--- config.mk ---
export PLATFORM = sky130hd
export DESIGN_NAME = int_alu_wb_buf
export DESIGN_NICKNAME = d
export VERILOG_FILES = /design/src/rtl/int_alu_wb_buf.sv
export SDC_FILE = /design/constraint.sdc
export NUM_CORES = 1
export LEC_CHECK = 0
export CAP_MARGIN = 10
export CORE_ASPECT_RATIO = 0.8
export CORE_MARGIN = 8
export CORE_UTILIZATION = 53
export CTS_BUF_LIST = sky130_fd_sc_hd__clkbuf_8
export CTS_CLUSTER_DIAMETER = 80
export CTS_CLUSTER_SIZE = 25
export DETAILED_ROUTE_END_ITERATION = 10
export PLACE_DENSITY = 0.78
export SETUP_SLACK_MARGIN = 0.3
export SKIP_CTS_REPAIR_TIMING = 1
export SLEW_MARGIN = 20
export SYNTH_ARGS = -nofsm -noshare
export SYNTH_HDL_FRONTEND = slang
export SYNTH_SLANG_ARGS = --single-unit
--- constraint.sdc ---
create_clock -name clk -period 4.11 [get_ports clk]
set_input_delay 1.233 -clock clk [delete_from_list [all_inputs] [get_ports clk]]
set_output_delay 1.233 -clock clk [all_outputs]
set_load 0.01 [all_outputs]
--- src/rtl/int_alu_wb_buf.sv ---
// Integer ALU writeback buffer: in-order result FIFO draining onto the CDB via req/gnt.
// Optional same-cycle ex1->CDB bypass when the buffer is empty: define WB_BYPASS_EN.
module int_alu_wb_buf #(
    parameter int DATA_LEN      = 32,
    parameter int ROB_SIZE_CLOG = 6,
    parameter int WB_DEPTH      = 4
) (
    input  logic                          clk,
    input  logic                          rst,
    input  logic                          alu_result_val_ex1,
    input  logic [ROB_SIZE_CLOG-1:0]      robid_result_ex1,
    input  logic [DATA_LEN-1:0]           result_alu_ex1,
    input  logic                          flush,
    output logic                          alu_wb_rdy,
    output logic                          cdb_req,
    input  logic                          cdb_gnt,
    output logic                          cdb_val_wb,
    output logic [ROB_SIZE_CLOG-1:0]      cdb_robid_wb,
    output logic [DATA_LEN-1:0]           cdb_data_wb,
    output logic [$clog2(WB_DEPTH):0]     wb_cnt,
    output logic                          wb_ovf_err
);

    localparam int PTR_W = $clog2(WB_DEPTH);
    localparam int CNT_W = PTR_W + 1;

    logic [ROB_SIZE_CLOG-1:0] r_robid_mem [WB_DEPTH];
    logic [DATA_LEN-1:0]      r_data_mem  [WB_DEPTH];
    logic [PTR_W-1:0]         r_head;
    logic [PTR_W-1:0]         r_tail;
    logic [CNT_W-1:0]         r_cnt;
    logic                     r_ovf;

    logic                     w_rdy;
    logic                     w_empty;
    logic                     w_byp_req;
    logic                     w_req;
    logic                     w_gnt_ok;
    logic                     w_deq;
    logic                     w_byp_take;
    logic                     w_enq;
    logic                     w_drop;
    logic [ROB_SIZE_CLOG-1:0] w_src_robid;
    logic [DATA_LEN-1:0]      w_src_data;

    // Ready comes from the registered count only, so grant never feeds back into issue.
    assign w_rdy   = (r_cnt < CNT_W'(WB_DEPTH));
    assign w_empty = (r_cnt == '0);

`ifdef WB_BYPASS_EN
    assign w_byp_req = alu_result_val_ex1 && w_empty;

    always_comb begin
        w_src_robid = r_robid_mem[r_head];
        w_src_data  = r_data_mem[r_head];
        if (w_empty) begin
            w_src_robid = robid_result_ex1;
            w_src_data  = result_alu_ex1;
        end
    end
`else
    assign w_byp_req = 1'b0;

    always_comb begin
        w_src_robid = r_robid_mem[r_head];
        w_src_data  = r_data_mem[r_head];
    end
`endif

    // No CDB request in a reset or flush cycle: nothing may be broadcast then.
    assign w_req      = !rst && !flush && (!w_empty || w_byp_req);
    assign w_gnt_ok   = w_req && cdb_gnt;
    assign w_deq      = w_gnt_ok && !w_empty;
    assign w_byp_take = w_gnt_ok && w_empty;
    assign w_enq      = alu_result_val_ex1 && w_rdy && !flush && !w_byp_take;
    assign w_drop     = alu_result_val_ex1 && !w_rdy && !flush;

    assign alu_wb_rdy   = w_rdy;
    assign cdb_req      = w_req;
    assign cdb_val_wb   = w_gnt_ok;
    assign cdb_robid_wb = w_req ? w_src_robid : '0;
    assign cdb_data_wb  = w_req ? w_src_data  : '0;
    assign wb_cnt       = r_cnt;
    assign wb_ovf_err   = r_ovf;

    always_ff @(posedge clk) begin
        if (w_enq) begin
            r_robid_mem[r_tail] <= robid_result_ex1;
            r_data_mem[r_tail]  <= result_alu_ex1;
        end
    end

    // Pointers wrap naturally since WB_DEPTH is a power of two.
    always_ff @(posedge clk) begin
        if (rst) begin
            r_head <= '0;
            r_tail <= '0;
            r_cnt  <= '0;
            r_ovf  <= 1'b0;
        end else if (flush) begin
            r_head <= '0;
            r_tail <= '0;
            r_cnt  <= '0;
        end else begin
            if (w_enq) begin
                r_tail <= r_tail + 1'b1;
            end
            if (w_deq) begin
                r_head <= r_head + 1'b1;
            end
            case ({w_enq, w_deq})
                2'b10:   r_cnt <= r_cnt + 1'b1;
                2'b01:   r_cnt <= r_cnt - 1'b1;
                default: r_cnt <= r_cnt;
            endcase
            if (w_drop) begin
                r_ovf <= 1'b1;
            end
        end
    end

endmodule

==> impl_metrics.py <==
metrics = {
    "floorplan": {
        "ios": 88,
        "start_util_pct": 54.4,
        "core.rowCount": 35,
        "die_h_um": 113,
        "core-area_mm2": 0.0116,
        "die_area_mm2": 0.0156,
        "die_w_um": 138,
    },
    "clock_tree": {
        "clockBufferDepth": 2,
        "cts_tree": "yes",
        "cts_root_buf": "clkbuf_8",
        "cts_buffers": 17,
        "cts_htree_levels": 4,
        "cts_sinks": 162,
        "clkLatencyLatePin_ns": 0.44,
        "cts.clk_slew.worst_paths_ns": 0.08,
    },
    "synth": {
        "yosys_warnings": 0,
        "syn_avg_cell_area_um2": 20.8,
        "synth_cell_types": 25,
        "synth.area.top_cells": "edfxtp_1 73%, mux4_2 14%, and3_1 4.0%, dfxtp_1 3.2%, ha_1 0.99%",
        "ys_ff_latch": 162,
        "synthCells": 303,
        "ys_seq_area_share_pct": 75.7,
        "syn_nets": 352,
        "yosys.area.top_type_share_pct": 72.5,
        "synth_edf_count": 152,
        "netlist.top_cell.by_area": "edfxtp_1",
        "yosys.cell_count.top_type": "edfxtp_1",
        "synth_area_mm2": 0.00629,
        "synth_top_cells_by_count": "152 x edfxtp_1, 40 x and3_1, 38 x mux4_2, 10 x clkbuf_1, 10 x dfxtp_1",
        "synthFlopType": "edfxtp_1",
        "synthArstFlopShare_pct": 0,
    },
    "grt": {
        "grt_max_degree": 43,
        "grt_usage_pct": 16.0,
        "grt_pass1_wl_mm": 18.5,
        "overflow": 0,
        "grt_pass1_vias": 3382,
        "antenna_found_initial": 0,
    },
    "critical_path": {
        "end_kind": "primary output",
        "rr_startpoint": "wb_cnt[2]$_SDFFE_PP0P_",
        "slowest_stage": "clkdlybuf4s50_1",
        "slowest_delay_ns": 0.47,
        "reg2reg_depth": 8,
        "r2r_end": "wb_cnt[2]$_SDFFE_PP0P_",
        "cp.required_ns": 2.88,
        "worstPathArrival_ns": 2.50,
        "rrSetupSlack_ns": 1.50,
        "crit_chain": "clkdlybuf4s50_1, nor2_4, buf_12, and3_1, dlymetal6s2s_1",
        "crit_type": "input port to primary output",
        "crit_fanout": 21,
        "crit_path_start_kind": "input port",
    },
    "worst_hold_path": {
        "hold_end": "wb_ovf_err$_SDFFE_PP0P_",
        "hold_depth": 2,
        "hold_class": "flop to flop",
        "hp-start": "wb_ovf_err$_SDFFE_PP0P_",
    },
    "route": {
        "via_count": 3190,
        "detailedRoute.firstIterationViolations": 182,
        "drt_pre_antenna_iters": 6,
        "ant_nets": 0,
        "drc_errors": 0,
        "wl_per_cell_um": 21.8,
        "viasPerCell": 5.64,
        "drt-total-wl_mm": 12.3,
    },
    "timing": {
        "setup_ws_ns": 0.378,
        "fin_skew_ns": 0.0103,
        "max_freq_ghz": 0.268,
        "drv_slew": 0,
        "tightest_slew_ns": 0.495,
        "setup_viol": 0,
        "fin_crit_sh_pct": 90.8,
        "hold_viol_final": 0,
        "slew_headroom_pct": 66.8,
        "rsz0062_at_grt": "false",
        "finalCriticalPeriod_ns": 3.73,
    },
    "placement": {
        "port_buffers": 87,
        "place_hpwl_mm": 7.69,
        "place_congestion": 0.693,
        "dp.cells": 533,
        "place_ws_ns": -0.0498,
    },
    "final_layout": {
        "drive_gt1_share_pct": 22.0,
        "finalNonFillerCells": 566,
        "fin_nets": 454,
        "utilization_pct": 68.8,
        "num_antenna_cells": 0,
        "syn2layout_area_growth_pct": 26.3,
    },
    "power": {
        "leakagePower_nw": 3.39,
        "power_density_mw_per_mm2": 397,
        "peakVddDrop_mv": 0.231,
    },
    "outcome": {
        "status": "complete, no violations",
    },
    "job": {
        "max_cap_viol_count": 0,
    },
}
==> area by class of cell <==
class / count / area, µm²
sequential: 162 / 4770
fill: 743 / 3610
multi-input combinational: 114 / 1400
timing repair buffer: 101 / 1160
clock buffer: 17 / 234
tap: 148 / 185
clock inverter: 15 / 179
inverter: 9 / 33.8
==> cells in the final DEF (no fill, tap or decap), types with 2 or more instances in the layout <==
master           Yosys  routed
nor2_1               8       7
mux4_2              38      38
inv_6                0       6
dlymetal6s2s_1       0      41
clkdlybuf4s50_1      0      46
inv_1                9      10
a21oi_1              2       2
xor2_1               3       3
clkbuf_8             0      17
bufinv_16            0       3
buf_4                0       8
clkinvlp_4           0       2
dfxtp_2              0       2
and3_1              40      40
dfxtp_1             10       8
ha_1                 5       5
mux2i_1              3       3
buf_12               2       5
nand2_1              2       2
and2_2               0       4
edfxtp_1           152     152
==> stage by stage <==
step | setup TNS, ns | hold slack (ns) | total power, mW | cell area, µm²
6_report | 0 | 0.508 | 3.16 | 7950
5_1_grt | 0 | 0.522 | 3.26 | 7950
3_3_place_gp | 0 | 0.455 | 2.00 | 7410
3_5_place_dp | -0.101 | 0.478 | 2.01 | 7410
4_1_cts | -0.0939 | 0.495 | 3.18 | 7830
2_1_floorplan | 0 | 0.453 | 1.92 | 6290
==> per-layer routing <==
layer  track usage (%)  wire [µm]  vias to the layer above
met5                 0          0                        -
met2              24.9       6080                      111
li1                  -          -                     1426
met4              6.22        100                        0
met3              4.96        993                       11
met1              20.7       5160                     1642
==> registers in the layout, summed over array words and instances (netlist names), named ones only <==
name         cells
r_head           2
wb_cnt           3
r_data_mem     128
r_tail           2
wb_ovf_err       1
r_robid_mem     24
==> cell families (layout without fill, tap and decap cells) <==
kind of cell | Yosys count | count (layout) | synth area share, %
buffers and inverters | 27 | 142 | 2.35
muxes | 41 | 41 | 14.1
adders and majority gates | 6 | 6 | 1.31
and+or+nand+nor | 58 | 58 | 5.55
xor gates and xnor gates | 4 | 4 | 0.557
DFF | 162 | 162 | 75.7
AOI/OAI and AO/OA | 5 | 5 | 0.477
==> power by group <==
group | switching [mW] | internal [mW] | total, mW | leakage [nW]
clock | 0.575 | 0.607 | 1.18 | 0.207
combinational | 0.0667 | 0.0760 | 0.143 | 1.72
sequential | 0.00700 | 1.83 | 1.83 | 1.46
total | 0.649 | 2.51 | 3.16 | 3.39
==> critical path: cells and delay by family <==
family / cells / cell delay [ns]
buffers and inverters: 3 / 0.85
AND/OR/NAND/NOR: 2 / 0.41
==> worst max-delay path by stage <==
stage | start | to | slack, ns
detailed placement | rst | cdb_data_wb[15] | -0.05
CTS | rst | cdb_data_wb[15] | -0.05
global placement | rst | cdb_robid_wb[4] | 0.03
finish | flush | cdb_data_wb[15] | 0.38
floorplan | rst | cdb_data_wb[23] | 0.98
global route | flush | cdb_data_wb[15] | 0.33
Power figures use the tool's default switching activity.
